<file path="src/rtl/seq_pkg.sv">
// Shared types and helpers for the serial pattern source (seq_shift_src, seq_bit_cnt).
// Optional continuous-repeat support in the top is enabled with SEQ_LOOP_EN.
package seq_pkg;

    typedef enum logic [1:0] {
        IDLE  = 2'd0,
        SHIFT = 2'd1,
        DONE  = 2'd2
    } seq_state_t;

    localparam int SEQ_W_DEFAULT = 8;

    // Bits needed to count 0..w-1 without wrapping; never less than one.
    function automatic int cnt_width(input int w);
        return (w <= 2) ? 1 : $clog2(w);
    endfunction

endpackage

</file>
<file path="src/rtl/seq_bit_cnt.sv">
// Loadable/clearable up-counter with terminal-count flag, tracking the bit position
// of the pattern being shifted out (unaffected by SEQ_LOOP_EN).
module seq_bit_cnt #(
    parameter int CW     = 3,
    parameter int TC_VAL = 7
) (
    input  logic          clk,
    input  logic          rst,
    input  logic          clr,
    input  logic          ld,
    input  logic [CW-1:0] ld_val,
    input  logic          inc,
    output logic [CW-1:0] cnt,
    output logic          tc
);

    // NOTE: sequential state uses non-blocking assignments so every register
    // samples the pre-edge values of its neighbours.
    always_ff @(posedge clk) begin
        if (!rst) begin
            cnt <= '0;
        end else if (clr) begin
            cnt <= '0;
        end else if (ld) begin
            cnt <= ld_val;
        end else if (inc) begin
            cnt <= cnt + 1'b1;
        end
    end

    assign tc = (cnt == CW'(TC_VAL));

endmodule

</file>
<file path="src/rtl/seq_shift_src.sv">
// Serial pattern source: loads din on start and shifts it out MSB first on ina.
// Define SEQ_LOOP_EN to add the loop port and seamless pattern repetition.
module seq_shift_src
    import seq_pkg::*;
#(
    parameter int W = SEQ_W_DEFAULT
) (
    input  logic         clk,
    input  logic         rst,
    input  logic         start,
    input  logic [W-1:0] din,
`ifdef SEQ_LOOP_EN
    input  logic         loop,
`endif
    output logic         ina,
    output logic         busy,
    output logic         done
);

    localparam int CW = cnt_width(W);

    seq_state_t   state;
    logic [W-1:0] shreg;
    logic [CW-1:0] cnt;
    logic         cnt_clr;
    logic         cnt_tc;
`ifdef SEQ_LOOP_EN
    logic [W-1:0] hold;
`endif

    // Counter sits at zero outside SHIFT and restarts after the last bit, so the
    // first bit cycle of every pattern (including repeats) sees cnt == 0.
    assign cnt_clr = (state != SHIFT) || cnt_tc;

    seq_bit_cnt #(
        .CW     (CW),
        .TC_VAL (W - 1)
    ) u_bit_cnt (
        .clk    (clk),
        .rst    (rst),
        .clr    (cnt_clr),
        .ld     (1'b0),
        .ld_val ({CW{1'b0}}),
        .inc    (1'b1),
        .cnt    (cnt),
        .tc     (cnt_tc)
    );

    // ina mirrors shreg's MSB while shifting: the load edge already drives bit W-1.
    always_ff @(posedge clk) begin
        if (!rst) begin
            state <= IDLE;
            shreg <= '0;
            ina   <= 1'b0;
            busy  <= 1'b0;
            done  <= 1'b0;
`ifdef SEQ_LOOP_EN
            // NOTE: the holding register is reset along with the rest of the
            // state so a loop restart can never replay stale pre-reset data.
            hold  <= '0;
`endif
        end else begin
            case (state)
                IDLE: begin
                    done <= 1'b0;
                    ina  <= 1'b0;
                    busy <= 1'b0;
                    if (start) begin
                        shreg <= din;
                        ina   <= din[W-1];
                        busy  <= 1'b1;
                        state <= SHIFT;
`ifdef SEQ_LOOP_EN
                        hold  <= din;
`endif
                    end
                end
                SHIFT: begin
                    done <= 1'b0;
                    if (cnt_tc) begin
`ifdef SEQ_LOOP_EN
                        if (loop) begin
                            shreg <= hold;
                            ina   <= hold[W-1];
                            done  <= 1'b1;
                        end else
`endif
                        begin
                            state <= DONE;
                            shreg <= '0;
                            ina   <= 1'b0;
                            busy  <= 1'b0;
                            done  <= 1'b1;
                        end
                    end else begin
                        shreg <= {shreg[W-2:0], 1'b0};
                        ina   <= shreg[W-2];
                    end
                end
                DONE: begin
                    done  <= 1'b0;
                    ina   <= 1'b0;
                    busy  <= 1'b0;
                    state <= IDLE;
                end
                default: begin
                    state <= IDLE;
                    ina   <= 1'b0;
                    busy  <= 1'b0;
                    done  <= 1'b0;
                end
            endcase
        end
    end

endmodule

</file>
<file path="config.mk">
export PLATFORM = sky130hd
export DESIGN_NAME = seq_shift_src
export DESIGN_NICKNAME = d
export VERILOG_FILES = /design/src/rtl/seq_pkg.sv /design/src/rtl/seq_bit_cnt.sv /design/src/rtl/seq_shift_src.sv
export SDC_FILE = /design/constraint.sdc
export NUM_CORES = 1
export LEC_CHECK = 0
export ABC_AREA = 1
export CAP_MARGIN = 5
export CORE_ASPECT_RATIO = 0.9
export CORE_MARGIN = 4
export CORE_UTILIZATION = 30
export DETAILED_ROUTE_END_ITERATION = 6
export GPL_TIMING_DRIVEN = 0
export REMOVE_ABC_BUFFERS = 1
export SLEW_MARGIN = 20
export SYNTH_ARGS = -nofsm -noshare
export SYNTH_HDL_FRONTEND = slang
export SYNTH_SLANG_ARGS = --single-unit
</file>
<file path="constraint.sdc">
create_clock -name clk -period 2.1 [get_ports clk]
set_clock_uncertainty 0.05 [all_clocks]
set_input_delay 0.21 -clock clk [delete_from_list [all_inputs] [get_ports clk]]
set_output_delay 0.21 -clock clk [all_outputs]
set_load 0.02 [all_outputs]
</file>
==> results.sh, run 1 <==
export IMPL_run_status="finished clean"
export IMPL_cts_buffers=3
export IMPL_report_final_slew_viol_count=0
export IMPL_dp_hpwl_um=890
export IMPL_maxClockFrequency_mhz=672
export IMPL_clock_root_buffer="sky130_fd_sc_hd__clkbuf_4"
export IMPL_clock_tree_sinks=15
export IMPL_buffer_ports_inserted=13
export IMPL_placementRows=15
export IMPL_critical_path_slowest_stage_cell="sky130_fd_sc_hd__clkdlybuf4s50_1"
export IMPL_timing_critical_path_arrival_ns=1.23
export IMPL_clock_tree_htree_level_count=1
export IMPL_antenna_found_initial=0
export IMPL_slew_headroom_pct=79.2
export IMPL_dpl_cell_area_um2=786
export IMPL_final_setup_tns_ns=0
export IMPL_worstSetupStartpointType="flip-flop"
export IMPL_via_count_of_the_first_global_routing_pass=489
export IMPL_mostFrequentLayoutCell="sky130_fd_sc_hd__nor2_1"
export IMPL_floorplan_initialDensity_pct=32.4
export IMPL_area_delta_synth_final_pct=27.0
export IMPL_mostFrequentLayoutCells="22 x sky130_fd_sc_hd__nor2_1, 21 x sky130_fd_sc_hd__nand2_1, 15 x sky130_fd_sc_hd__dfxtp_1"
export IMPL_gp_routability_congestion=0.720
export IMPL_synth_warning_count=0
export IMPL_layout_setup_ws_ns=0.611
export IMPL_net_switching_power_uw=143
export IMPL_postSynthCellCount=89
export IMPL_p_per_area_mw_per_mm2=689
export IMPL_drt_wl_total_um=1260
export IMPL_power_share_switching_pct=25.6
export IMPL_post_layout_inst_area_um2=812
export IMPL_cp_max_fo=2
export IMPL_clock_latency_on_the_worst_skew_pair_ns=0.28
export IMPL_postCtsSetupRepairBufs=0
export IMPL_power_combinational_fraction_pct=15.7
export IMPL_grt_ovfl_total=0
export IMPL_synth_sequential_area_ratio_pct=47.0
export IMPL_cts_resized=0
export IMPL_criticalPathCategory="flip-flop to primary output"
export IMPL_timing_hold_violations_final=0
export IMPL_synth_seq_cells=15
export IMPL_grt_max_degree=18
export IMPL_worstPathBufferInverterCount=1
export IMPL_die_height_um=51.8
export IMPL_p_int_uw=416
export IMPL_critical_path_data_required_time_ns=1.84
export IMPL_area_enclosed_by_the_die_boundary_mm2=0.00293
export IMPL_initialDrtViolationCount=5
export IMPL_worstPathCellList="clkdlybuf4s50_1"
export IMPL_cts_clk_slew_worst_paths_ns=0.09
export IMPL_drcViolationCount=0
export IMPL_detailedPlace_worstSlack_ns=0.742
export IMPL_stdcell_count=129
export IMPL_path_type_of_the_worst_min_delay_path="flip-flop to flip-flop"
export IMPL_globalRouteTotalUtil_pct=9.26
export IMPL_ctsLongestPathBuffers=2
export IMPL_routedWlPerCell_um=9.77
export IMPL_cp_slowest_stage_delay_ns=0.60
export IMPL_avgViaCountPerCell=4.30
export IMPL_grt_setup_unrepaired="no"
export IMPL_leakage_uw=0.000365
export IMPL_tritoncts_clock_tree="yes"
export IMPL_die_width_um=56.7
export IMPL_cap_viol_max_count=0
export IMPL_fin_crit_sh_pct=70.9
export IMPL_io_pins=14
export IMPL_antenna_violating_nets_left=0
export IMPL_vias_after_detailed_routing=555
export IMPL_design_final_nets=118
export IMPL_critical_path_endpoint_type="primary output"
export IMPL_post_route_cells_drive_above_1_share_pct=7.69
export IMPL_clkPwrFrac_pct=28.9
export IMPL_cts_hold_repair_buffers=0
export IMPL_placed_cells=125
export IMPL_dr_pass1_iters=4
export IMPL_design_core_area_mm2=0.00197
export IMPL_antenna_cells_inserted=0
export IMPL_syn_avg_cell_area_um2=7.18
export IMPL_grt_first_pass_wirelength_um=2100
export IMPL_synth_cell_type_count=16
export IMPL_mappedNetlistArea_um2=639
export IMPL_vdd_ir_drop_worst_mv=0.342
export IMPL_critical_path_top_delay_family="buffers and inverters"
export IMPL_seq_power_share_pct=55.4
export IMPL_power_uw=560
export IMPL_worst_slew_pin_slew_ns=0.312
export IMPL_final_critical_period_ns=1.49
export IMPL_timing_final_setup_violations=0
## through the flow
step                      hold WS, ns  utilization (%)
final                           0.381             41.2
after global placement          0.357             39.9
after global routing            0.409             41.2
after floorplan                 0.258                -
after CTS                       0.383             41.2
after detailed placement        0.370             39.9
## path summary, 6_finish.rpt
path                      endpoint  slack, ns              from  cells after the start
setup / recovery              busy       0.61              busy                      1
hold / removal    u_bit_cnt.cnt[0]       0.38  u_bit_cnt.cnt[0]                      1
setup reg to reg          shreg[5]       0.74  u_bit_cnt.cnt[0]                      7
hold reg to reg   u_bit_cnt.cnt[0]       0.38  u_bit_cnt.cnt[0]                      1
## flip-flops by register name, summed over array words and instances (netlist names)
signal and cells:
done 1, ina 1, busy 1, state 2, u_bit_cnt.cnt 3, shreg 7
## synthesized netlist by cell type, drive strengths merged
cell	n	share of area (%)
ha	2	3.9
nor2	23	14
nor3	2	1.6
nand2	24	16
dfxtp	15	47
o21ai	5	3.9
clkbuf	1	0.59
a21oi	3	2.3
nand3	4	3.1
buf	1	1.8
o21a	1	1.2
inv	8	4.7
## worst register-to-register path, stage by stage (launching register included)
cell,delay (ns)
sky130_fd_sc_hd__dfxtp_1,0.32
sky130_fd_sc_hd__ha_1,0.20
sky130_fd_sc_hd__ha_1,0.21
sky130_fd_sc_hd__inv_1,0.20
sky130_fd_sc_hd__nand2_1,0.07
sky130_fd_sc_hd__nor2_1,0.10
sky130_fd_sc_hd__nor2_1,0.05
sky130_fd_sc_hd__nor2_1,0.10
## power groups by stage
stage | sequential (uW) | combinational [uW] | clock (uW)
final | 310 | 88.1 | 162
after global routing | 312 | 101 | 181
after CTS | 310 | 88.9 | 171
after detailed placement | 317 | 88.1 | 0
after global placement | 316 | 87.2 | 0
after floorplan | 318 | 49.8 | 0
## layout make-up
type                            instances  area [um^2]
Fill cell                             211         1160
Multi-Input combinational cell         64          294
Clock buffer                            4         26.3
Timing Repair Buffer                   13          130
Sequential cell                        15          300
Tap cell                               25         31.3
Inverter                                8         30.0
## routing by layer
layer  vias to the layer above  part of all wire (%)  global-route usage [%]
li1                        306                     -                       -
met1                       237                    50                    11.6
met2                        12                    43                    13.7
met3                         0                   7.4                    5.21
met4                         0                     0                    2.37
met5                         -                     0                       0
## cell families after synthesis
logic type | share of synthesized area (%)
DFF | 47.0
adders and majority gates | 3.91
AOI/OAI and AO/OA | 7.44
and+or+nand+nor | 34.6
buffers and inverters | 7.04
Power figures use the tool's default switching activity.
==> inputs of run 2 (changes only) <==
clock period = 1.34 ns   (was 2.1 ns; I/O delays follow)
==> results.sh, run 2 (same netlist as run 1, synthesis figures left out) <==
export IMPL_run_status="finished clean"
export IMPL_ctsLongestPathBuffers=2
export IMPL_die_width_um=56.7
export IMPL_antenna_violating_nets_left=0
export IMPL_maxClockFrequency_mhz=821
export IMPL_dr_pass1_iters=3
export IMPL_buffer_ports_inserted=13
export IMPL_criticalPathCategory="flip-flop to flip-flop"
export IMPL_grt_max_degree=18
export IMPL_floorplan_initialDensity_pct=32.4
export IMPL_slew_headroom_pct=79.5
export IMPL_worstPathCellList="ha_1, ha_2, inv_4, nand2_1, nor2_1, nor2_1, nor2_1"
export IMPL_drcViolationCount=0
export IMPL_avgViaCountPerCell=4.25
export IMPL_crit_top_cell="sky130_fd_sc_hd__nor2_1"
export IMPL_timing_final_setup_violations=0
export IMPL_placementRows=15
export IMPL_dpl_cell_area_um2=786
export IMPL_cap_viol_max_count=0
export IMPL_p_per_area_mw_per_mm2=1060
export IMPL_grt_ovfl_total=0
export IMPL_vdd_ir_drop_worst_mv=0.522
export IMPL_timing_critical_path_arrival_ns=1.38
export IMPL_path_type_of_the_worst_min_delay_path="input pin to flip-flop"
export IMPL_final_critical_period_ns=1.22
export IMPL_regToRegStartpoint="u_bit_cnt.cnt[0]"
export IMPL_n_fill_cell=213
export IMPL_critical_path_top_delay_family="adder cells"
export IMPL_reg_top3="shreg x7, u_bit_cnt.cnt x3, state x2"
export IMPL_drt_wl_total_um=1240
export IMPL_clock_tree_sinks=15
export IMPL_antenna_cells_inserted=0
export IMPL_min_delay_start="din[0]"
export IMPL_design_final_nets=119
export IMPL_globalRouteTotalUtil_pct=9.26
export IMPL_report_final_slew_viol_count=0
export IMPL_startpoint="u_bit_cnt.cnt[0]"
export IMPL_die_height_um=51.8
export IMPL_most_flop_heavy_register="shreg"
export IMPL_cts_clk_slew_worst_paths_ns=0.09
export IMPL_dp_hpwl_um=890
export IMPL_largest_register_ff_count=7
export IMPL_cp_max_fo=7
export IMPL_initialDrtViolationCount=2
export IMPL_routedWlPerCell_um=9.52
export IMPL_mostFrequentLayoutCell="sky130_fd_sc_hd__nor2_1"
export IMPL_clock_root_buffer="sky130_fd_sc_hd__clkbuf_4"
export IMPL_area_delta_synth_final_pct=29.2
export IMPL_timing_hold_violations_final=0
export IMPL_clock_latency_on_the_worst_skew_pair_ns=0.28
export IMPL_fin_crit_sh_pct=90.9
export IMPL_design_core_area_mm2=0.00197
export IMPL_worstSetupStartpointType="flip-flop"
export IMPL_critical_path_data_required_time_ns=1.50
export IMPL_critical_path_slowest_stage_cell="sky130_fd_sc_hd__dfxtp_1"
export IMPL_grt_setup_unrepaired="no"
export IMPL_vias_after_detailed_routing=552
export IMPL_cts_buffers=3
export IMPL_post_layout_inst_area_um2=826
export IMPL_worst_slew_pin_slew_ns=0.307
export IMPL_post_route_cells_drive_above_1_share_pct=10.5
export IMPL_via_count_of_the_first_global_routing_pass=490
export IMPL_critical_path_endpoint_type="flip-flop"
export IMPL_area_enclosed_by_the_die_boundary_mm2=0.00293
export IMPL_clock_tree_htree_level_count=1
export IMPL_grt_first_pass_wirelength_um=2100
export IMPL_leakage_uw=0.000380
export IMPL_io_pins=14
export IMPL_cp_slowest_stage_delay_ns=0.32
export IMPL_gp_routability_congestion=0.720
export IMPL_tritoncts_clock_tree="yes"
export IMPL_antenna_found_initial=0
export IMPL_mostFrequentLayoutCells="22 x sky130_fd_sc_hd__nor2_1, 21 x sky130_fd_sc_hd__nand2_1, 15 x sky130_fd_sc_hd__dfxtp_1"
export IMPL_worstPathBufferInverterCount=1
export IMPL_final_setup_tns_ns=0
## run 2: cell count changes in the layout (fill, tap and decap cells not counted), sizes merged
cell / previous run / this run
clkdlybuf4s50: 13 / 10
dlygate4sd2: 0 / 3
buf: 0 / 1
## run 2: cell type report
class | instances | area (um^2) | share of cell area, %
multi-input combinational | 64 | 302 | 36.5
sequential | 15 | 300 | 36.4
inverter | 8 | 32.5 | 3.94
tap | 25 | 31.3 | 3.79
clock buffer | 4 | 26.3 | 3.18
timing repair buffer | 14 | 134 | 16.2
## run 2: metal layers
metal	track usage, %	wire [um]
met5	0	0
met1	11.6	612
met4	2.37	0
met2	13.7	530
met3	5.21	95
## run 2: final timing paths
check                endpoint  slack (ns)  depth (start not counted)
min                  shreg[0]        0.35                          3
min reg2reg  u_bit_cnt.cnt[0]        0.38                          1
max reg2reg          shreg[5]        0.12                          7
max                  shreg[5]        0.12                          7
## run 2: power breakdown
part | total, uW | internal, uW | switching, uW
clock | 253 | 115 | 137
combinational | 136 | 62.9 | 73.1
sequential | 486 | 472 | 13.6
## run 2: worst reg2reg max path, stage by stage, from the launching register on
cell,delay [ns]
sky130_fd_sc_hd__dfxtp_1,0.32
sky130_fd_sc_hd__ha_1,0.20
sky130_fd_sc_hd__ha_2,0.21
sky130_fd_sc_hd__inv_4,0.09
sky130_fd_sc_hd__nand2_1,0.05
sky130_fd_sc_hd__nor2_1,0.08
sky130_fd_sc_hd__nor2_1,0.05
sky130_fd_sc_hd__nor2_1,0.10
## run 2: metrics by stage
step / utilization, % / setup slack [ns] / hold WS [ns] / power [uW] / instances
2_1_floorplan: - / 0.148 / 0.182 / 576 / 87
3_3_place_gp: 39.9 / 0.0100 / 0.357 / 632 / 125
3_5_place_dp: 39.9 / 0.000973 / 0.370 / 635 / 125
4_1_cts: 41.0 / 0.0507 / 0.348 / 891 / 129
5_1_grt: 41.9 / 0.0220 / 0.382 / 930 / 130
6_report: 41.9 / 0.122 / 0.354 / 874 / 130
## run 2: what timing repair did
item | 4_1_cts | 5_1_grt
hold buffers | 0 | 0
endpoints found under the setup margin | 6 | 10
resized for setup | 4 | 3
buffers inserted | 0 | 1
==> inputs of run 3 (changes only) <==
SLEW_MARGIN = unset   (was 20)
clock period = 1.15 ns   (was 1.34 ns; I/O delays follow)
==> results.sh, run 3 (same netlist as run 1, synthesis figures left out) <==
export IMPL_run_status="complete, but fails checks"
export IMPL_violations="setup timing"
export IMPL_vdd_ir_drop_worst_mv=0.618
export IMPL_placementRows=15
export IMPL_die_width_um=56.7
export IMPL_antenna_cells_inserted=0
export IMPL_vias_after_detailed_routing=569
export IMPL_worst_hold_slack_ns=0.337
export IMPL_leakage_uw=0.000381
export IMPL_r2r_cells=5
export IMPL_timing_final_setup_violations=1
export IMPL_cts_buffers=3
export IMPL_path_type_of_the_worst_min_delay_path="input pin to flip-flop"
export IMPL_worstPathBufferInverterCount=0
export IMPL_largest_register_ff_count=7
export IMPL_post_route_cells_drive_above_1_share_pct=23.6
export IMPL_cts_hold_repair_buffers=0
export IMPL_critical_path_top_delay_family="simple AND/OR/NAND/NOR gates"
export IMPL_clock_latency_on_the_worst_skew_pair_ns=0.28
export IMPL_critical_path_endpoint_type="flip-flop"
export IMPL_final_core_utilization_pct=45.4
export IMPL_reg_top3="shreg x7, u_bit_cnt.cnt x3, state x2"
export IMPL_drt_wl_total_um=1400
export IMPL_globalRouteTotalUtil_pct=9.79
export IMPL_avgViaCountPerCell=4.34
export IMPL_drcViolationCount=0
export IMPL_worst_path_stages=5
export IMPL_area_delta_synth_final_pct=39.9
export IMPL_min_path_cells=3
export IMPL_area_enclosed_by_the_die_boundary_mm2=0.00293
export IMPL_n_fill_cell=209
export IMPL_cp_slowest_stage_delay_ns=0.34
export IMPL_mostFrequentLayoutCell="sky130_fd_sc_hd__nor2_1"
export IMPL_cap_viol_max_count=0
export IMPL_placed_cells=125
export IMPL_ctsLongestPathBuffers=2
export IMPL_crit_top_cell="sky130_fd_sc_hd__ha_4"
export IMPL_initialDrtViolationCount=5
export IMPL_most_flop_heavy_register="shreg"
export IMPL_buffer_ports_inserted=13
export IMPL_dp_hpwl_um=890
export IMPL_grt_setup_unrepaired="yes"
export IMPL_cts_clk_slew_worst_paths_ns=0.09
export IMPL_grt_max_degree=18
export IMPL_final_critical_period_ns=1.17
export IMPL_grt_ovfl_total=0
export IMPL_critical_path_slowest_stage_cell="sky130_fd_sc_hd__dfxtp_2"
export IMPL_final_setup_tns_ns=-0.0201
export IMPL_timing_critical_path_arrival_ns=1.33
export IMPL_design_core_area_mm2=0.00197
export IMPL_design_final_nets=120
export IMPL_tritoncts_clock_tree="yes"
export IMPL_worst_slew_pin_slew_ns=0.317
export IMPL_stdcell_count=131
export IMPL_cp_max_fo=4
export IMPL_worstPathCellList="ha_4, ha_4, nor2_4, nand2_2, nor2_1"
export IMPL_floorplan_initialDensity_pct=32.4
export IMPL_mostFrequentLayoutCells="19 x sky130_fd_sc_hd__nor2_1, 18 x sky130_fd_sc_hd__nand2_1, 12 x sky130_fd_sc_hd__dfxtp_1"
export IMPL_clock_root_buffer="sky130_fd_sc_hd__clkbuf_4"
export IMPL_fin_crit_sh_pct=102
export IMPL_gp_routability_congestion=0.720
export IMPL_routedWlPerCell_um=10.7
export IMPL_critical_path_data_required_time_ns=1.31
export IMPL_criticalPathCategory="flip-flop to flip-flop"
export IMPL_detailedPlace_worstSlack_ns=-0.189
export IMPL_clock_tree_sinks=15
export IMPL_clock_tree_htree_level_count=1
export IMPL_dr_pass1_iters=4
export IMPL_maxClockFrequency_mhz=855
export IMPL_worstSetupStartpointType="flip-flop"
export IMPL_antenna_found_initial=0
export IMPL_p_per_area_mw_per_mm2=1170
export IMPL_antenna_violating_nets_left=0
export IMPL_die_height_um=51.8
export IMPL_report_final_slew_viol_count=0
export IMPL_grt_first_pass_wirelength_um=2210
export IMPL_io_pins=14
export IMPL_slew_headroom_pct=78.8
export IMPL_layout_setup_ws_ns=-0.0201
export IMPL_timing_hold_violations_final=0
export IMPL_via_count_of_the_first_global_routing_pass=515
[run 3: cell type report]
type                       instances  area, um^2  share of cell area, %
multi-input combinational         64         360                   40.3
sequential                        15         304                   34.0
timing repair buffer              15         138                   15.4
inverter                           8        35.0                   3.92
tap                               25        31.3                   3.50
clock buffer                       4        26.3                   2.94
[run 3: worst paths after layout]
check,from,endpoint,slack [ns]
max,u_bit_cnt.cnt[0],u_bit_cnt.cnt[0],-0.02
min,din[0],shreg[0],0.34
max reg2reg,u_bit_cnt.cnt[0],u_bit_cnt.cnt[0],-0.02
min reg2reg,u_bit_cnt.cnt[0],u_bit_cnt.cnt[0],0.39
[run 3: report_power, final]
part	total (uW)	switching, uW	leakage (uW)	internal [uW]
Sequential	573	21.5	0.000124	551
Clock	293	158	0.0000150	134
Combinational	178	95.1	0.000242	82.9
[run 3: per-stage QoR]
step / cell area [um^2] / power [uW]
6_report: 895 / 1040
5_1_grt: 895 / 1110
4_1_cts: 857 / 1040
3_5_place_dp: 786 / 739
3_3_place_gp: 786 / 736
2_1_floorplan: 624 / 671
[run 3: timing repair]
item / CTS / global route
gates resized for setup: 11 / 15
setup endpoints to repair: 17 / 15
buffers inserted: 2 / 0
gates cloned: 0 / 0
pin swaps: 2 / 14
[run 3: worst reg2reg max path: stages, from the launching register on]
cell                      delay [ns]
sky130_fd_sc_hd__dfxtp_2        0.34
sky130_fd_sc_hd__ha_4           0.16
sky130_fd_sc_hd__ha_4           0.18
sky130_fd_sc_hd__nor2_4         0.15
sky130_fd_sc_hd__nand2_2        0.09
sky130_fd_sc_hd__nor2_1         0.13
[run 3: per-layer routing]
metal  up-vias  GRT usage [%]  share of wire (%)
met5         -              0                  0
met4         0           2.37                  0
met3         0           5.21                6.6
met2        15           14.6                 45
met1       242           12.3                 48
li1        312              -                  -
==> edit 1 (settings of run 3) <==
Reset style: asynchronous (`rst`), changed in 2 clocked blocks.
--- a/src/rtl/seq_bit_cnt.sv
+++ b/src/rtl/seq_bit_cnt.sv
@@ -16,7 +16,7 @@
 
     // NOTE: sequential state uses non-blocking assignments so every register
     // samples the pre-edge values of its neighbours.
-    always_ff @(posedge clk) begin
+    always_ff @(posedge clk or negedge rst) begin
         if (!rst) begin
             cnt <= '0;
         end else if (clr) begin
--- a/src/rtl/seq_shift_src.sv
+++ b/src/rtl/seq_shift_src.sv
@@ -47,7 +47,7 @@
     );
 
     // ina mirrors shreg's MSB while shifting: the load edge already drives bit W-1.
-    always_ff @(posedge clk) begin
+    always_ff @(posedge clk or negedge rst) begin
         if (!rst) begin
             state <= IDLE;
             shreg <= '0;
Behaviour: differs if rst is asserted again (counterexample within 4 cycles, from zero or initial values and one cycle with rst low); with rst held inactive, the same outputs for 10 cycles.
==> edit 1 against run 3 <==
- the flow still finishes with violations (negative setup slack)
- final cell count is 1.5% higher
- wire length is 1.8% lower
- sequential cell count stayed put
- design area is 5.0% higher
- area after synthesis is 12% higher
- setup slack worse by 87 ps
Power is not compared: it rests on default switching activity, and its combinational part moved more than twofold at a synthesized area within 25%.
==> edit 1: results (changes against run 3) <==
- First-pass GRT wire length: 2380 um (was 2210 um)
- # hold bufs at CTS: 0 (unchanged)
- Post-Synthesis Mean Instance Area: 8.20 um^2 (was 7.18 um^2)
- Crit path kind: reg2reg (unchanged)
- HP Class: in2async (was in2reg)
- M3 GR Usage: 0.0354 (was 0.0521)
- Clock slew at reported path FFs: 90 ps (about the same)
- Run status: finished with violations (unchanged)
- Slowest CP cell: dfrtp_1 (was dfxtp_2)
- Place WS: -260 ps (was -189 ps)
- Post-synthesis compound-gate area fraction: 0 (was 0.0744)
- Crit path DAT: 1390 ps (was 1330 ps)
- Gp weighted congestion: 0.712 (was 0.720)
- Met1 WL: 619 um (was 672 um)
- Crit Reg-Reg Endpoint: shreg[6]$_DFFE_PN0P_ (was u_bit_cnt.cnt[0]$_SDFF_PP0_)
- Post-place instance area: 861 um^2 (was 786 um^2)
- Final std cells w/o fill: 133 (was 131)
- Power share of the clock group: 0.145
- Slew HR: 0.557 (was 0.788)
- Detail Placement HPWL: 938 um (was 890 um)
- GR Layer Usage met1: 0.115 (was 0.123)
- Post-Synth Adder-Cell Area: 0.0351 (was 0.0391)
- Synth async-reset ratio: 1.00 (was 0)
- Met2 usage: 0.167 (was 0.146)
- Met3 WL: 58 um (was 93 um)
- Post-synth top cells: 30 x nand2_1, 15 x dfrtp_1, 15 x nand3_1 (was 22 x nor2_1, 21 x nand2_1, 15 x dfxtp_1)
- Initial DRC count: 14 (was 5)
- Final setup fails: 12 (was 1)
- FILL cells: 233 (was 209)
- Critical Path Fanout Max: 5 (was 4)
- Top Layer Used: met4 (was met3)
- Setup_tns: -433 ps (was -20.1 ps)
- WL final: 1370 um (was 1400 um)
- Share of layout cells above drive strength 1: 0.217 (was 0.236)
- Vias: 597 (was 569)
- Min Hold Slack: 179 ps (was 337 ps)
- RR Startpoint: u_bit_cnt.cnt[0]$_DFF_PN0_ (was u_bit_cnt.cnt[0]$_SDFF_PP0_)
- Sequential fraction of the synthesis area: 0.526 (was 0.470)
- Vias in the first global route: 555 (was 515)
- Ys flop type: dfrtp_1 (was dfxtp_1)
- Largest net degree at the start of global routing: 17 (was 18)
- R2R cell count: 7 (was 5)
- Total Routing Usage GR: 0.101 (was 0.0979)
- Area contributors post-synth: dfrtp_1 53%, nand2_1 16%, nand3_1 11% (was dfxtp_1 47%, nor2_1 13%, nand2_1 12%)
- FF-to-FF setup slack: -110 ps (was -20 ps)
- Setup ws final: -107 ps (was -20.1 ps)
- Final Util: 0.423 (was 0.454)
- Post-synth cell types: 12 (was 16)
- Router iterations before antenna repair: 4 (unchanged)
- Family with the most delay on the worst path: flip-flops (was simple AND/OR/NAND/NOR gates)
- CTS Buffer Depth: 2 (unchanged)
- Crit path largest cell delay: 360 ps (was 340 ps)
- Top Registers: shreg (7), u_bit_cnt.cnt (3), state (2) (unchanged)
- Failing checks: negative setup slack (unchanged)
- WL met2: 665 um (was 634 um)
- Sequential power share: 0.408
==> edit 1: cell count changes after synthesis, moves of 2 or more <==
| cell | change |
|---|---|
| nor3_1 | -2 |
| dfrtp_1 | +15 |
| inv_1 | +3 |
| o21ai_0 | -5 |
| nand3_1 | +11 |
| nor2_1 | -16 |
| nand2_1 | +9 |
| a21oi_1 | -3 |
| dfxtp_1 | -15 |
==> edit 1: layout make-up <==
class                      count  share of cell area
timing repair buffer          16               0.152
multi-input combinational     58               0.326
clock buffer                   4              0.0280
inverter                      12              0.0506
sequential                    15               0.399
timing repair inverter         1             0.00799
tap                           27              0.0360
==> edit 1: logic make-up after synthesis <==
group         Yosys count
buf+inv                14
simple gates           56
fa+ha+maj               2
flops                  15
==> edit 1: what timing repair did <==
item	4_1_cts	5_1_grt
setup buffers	2	1
endpoints found under the setup margin	17	18
cloned	1	0
gates resized for setup	12	7
pin swaps	4	2
==> edit 2 (flow settings as in run 3) <==
Without the edit above. Add a define of `SEQ_LOOP_EN`.
--- a/src/rtl/seq_shift_src.sv
+++ b/src/rtl/seq_shift_src.sv
@@ -1,5 +1,7 @@
 // Serial pattern source: loads din on start and shifts it out MSB first on ina.
 // Define SEQ_LOOP_EN to add the loop port and seamless pattern repetition.
+`define SEQ_LOOP_EN
+
 module seq_shift_src
     import seq_pkg::*;
 #(
Interface: changed (added loop); port bits go from 14 to 15. No check against the original RTL was run, so the function may have changed too.
==> edit 2 against run 3 <==
- the flow still finishes with violations (negative setup slack)
- sequential share of layout area is 2.6 points lower
- sequential cell count is 8 higher
- setup slack worse by 140 ps
- total power is 64% higher
- area after synthesis is 65% higher
- design area is 66% higher
- wire length is 91% higher
- combinational power is 78% higher
- count of clock-buffer cells in the layout stayed put
==> edit 2: results (changes against run 3) <==
- Fin nets: 175 (was 120)
- Final Util: 0.441 (was 0.454)
- Met2 usage: 0.200 (was 0.146)
- Routed len/inst: 13.1 um (was 10.7 um)
- Detail Placement HPWL: 1570 um (was 890 um)
- Top Registers: hold (8), shreg (7), u_bit_cnt.cnt (3) (was shreg (7), u_bit_cnt.cnt (3), state (2))
- Place WS: -523 ps (was -189 ps)
- Worst-Margin Slew: 529 ps (was 317 ps)
- Share of layout cells above drive strength 1: 0.281 (was 0.236)
- Setup ws final: -161 ps (was -20.1 ps)
- Port Buffers: 14 (was 13)
- Final setup fails: 13 (was 1)
- Vias in the first global route: 993 (was 515)
- Post-synth top cells: 25 x nor2_1, 24 x nand2_1, 23 x dfxtp_1 (was 22 x nor2_1, 21 x nand2_1, 15 x dfxtp_1)
- Run status: finished with violations (unchanged)
- Placed cells: 190 (was 125)
- Initial DRC count: 55 (was 5)
- Vias: 1,017 (was 569)
- Sequential fraction of the synthesis area: 0.436 (was 0.470)
- Largest net degree at the start of global routing: 16 (was 18)
- Sw frac: 0.279 (was 0.263)
- IR Drop Worst-Case VDD: 0.000815 V (was 0.000618 V)
- Fraction of area in multi-input gates: 0.422 (was 0.403)
- Critical Path Fanout Max: 9 (was 4)
- Post-synth cell types: 23 (was 16)
- GR Layer Usage met1: 0.156 (was 0.123)
- First-pass GRT wire length: 4450 um (was 2210 um)
- Top Layer Used: met4 (was met3)
- Signal buffers: 23 (was 15)
- FILL cells: 342 (was 209)
- Lkg Pwr: 0.593 nW (was 0.381 nW)
- #FFs+latches synth: 23 (was 15)
- WL met2: 1240 um (was 634 um)
- Failing checks: negative setup slack (unchanged)
edit 2: cell count changes after synthesis, moves of 3 or more:
| cell | before | now |
|---|---|---|
| a21oi_1 | 3 | 8 |
| nand3_1 | 4 | 12 |
| nor2_1 | 22 | 25 |
| inv_2 | 1 | 4 |
| nand2_1 | 21 | 24 |
| dfxtp_1 | 15 | 23 |
| inv_1 | 7 | 4 |
| o21ai_1 | 0 | 13 |
edit 2: cells by family after synthesis:
| family | after synthesis | synth area share |
|---|---|---|
| AOI/OAI and AO/OA | 26 | 0.130 |
| DFF | 23 | 0.436 |
| adders and majority gates | 2 | 0.0237 |
| buffers and inverters | 15 | 0.0828 |
| and+or+nand+nor | 73 | 0.328 |
edit 2: repair_timing:
| action | CTS | global route |
|---|---|---|
| endpoints found under the setup margin | 26 | 23 |
| resized for setup | 26 | 13 |
| gates cloned | 0 | 1 |
| setup buffers | 8 | 1 |
| pin swaps | 15 | 2 |
edit 2: worst max-delay path: stages, from the launching register on:
cell and delay [ps]:
dfxtp_2 340, ha_4 160, ha_4 180, buf_12 140, nand3_1 70, nand2_1 60, nand2_1 50, nand3_1 60
nand2_1 70, inv_1 30
edit 2: path summary, 6_finish.rpt:
path,slack (ps),endpoint
setup / recovery,-160,shreg[5]$_SDFFE_PN0P_
hold reg to reg,440,hold[6]$_SDFFE_PN0P_
hold / removal,400,ina$_SDFF_PN0_
setup reg to reg,-160,shreg[5]$_SDFFE_PN0P_
edit 2: power by group through the flow:
stage	registers [mW]	clock network, mW	logic, mW
after floorplan	0.897	0	0.157
after global placement	0.895	0	0.255
after detailed placement	0.897	0	0.262
after CTS	0.885	0.524	0.298
after global routing	0.895	0.554	0.355
final	0.887	0.512	0.317
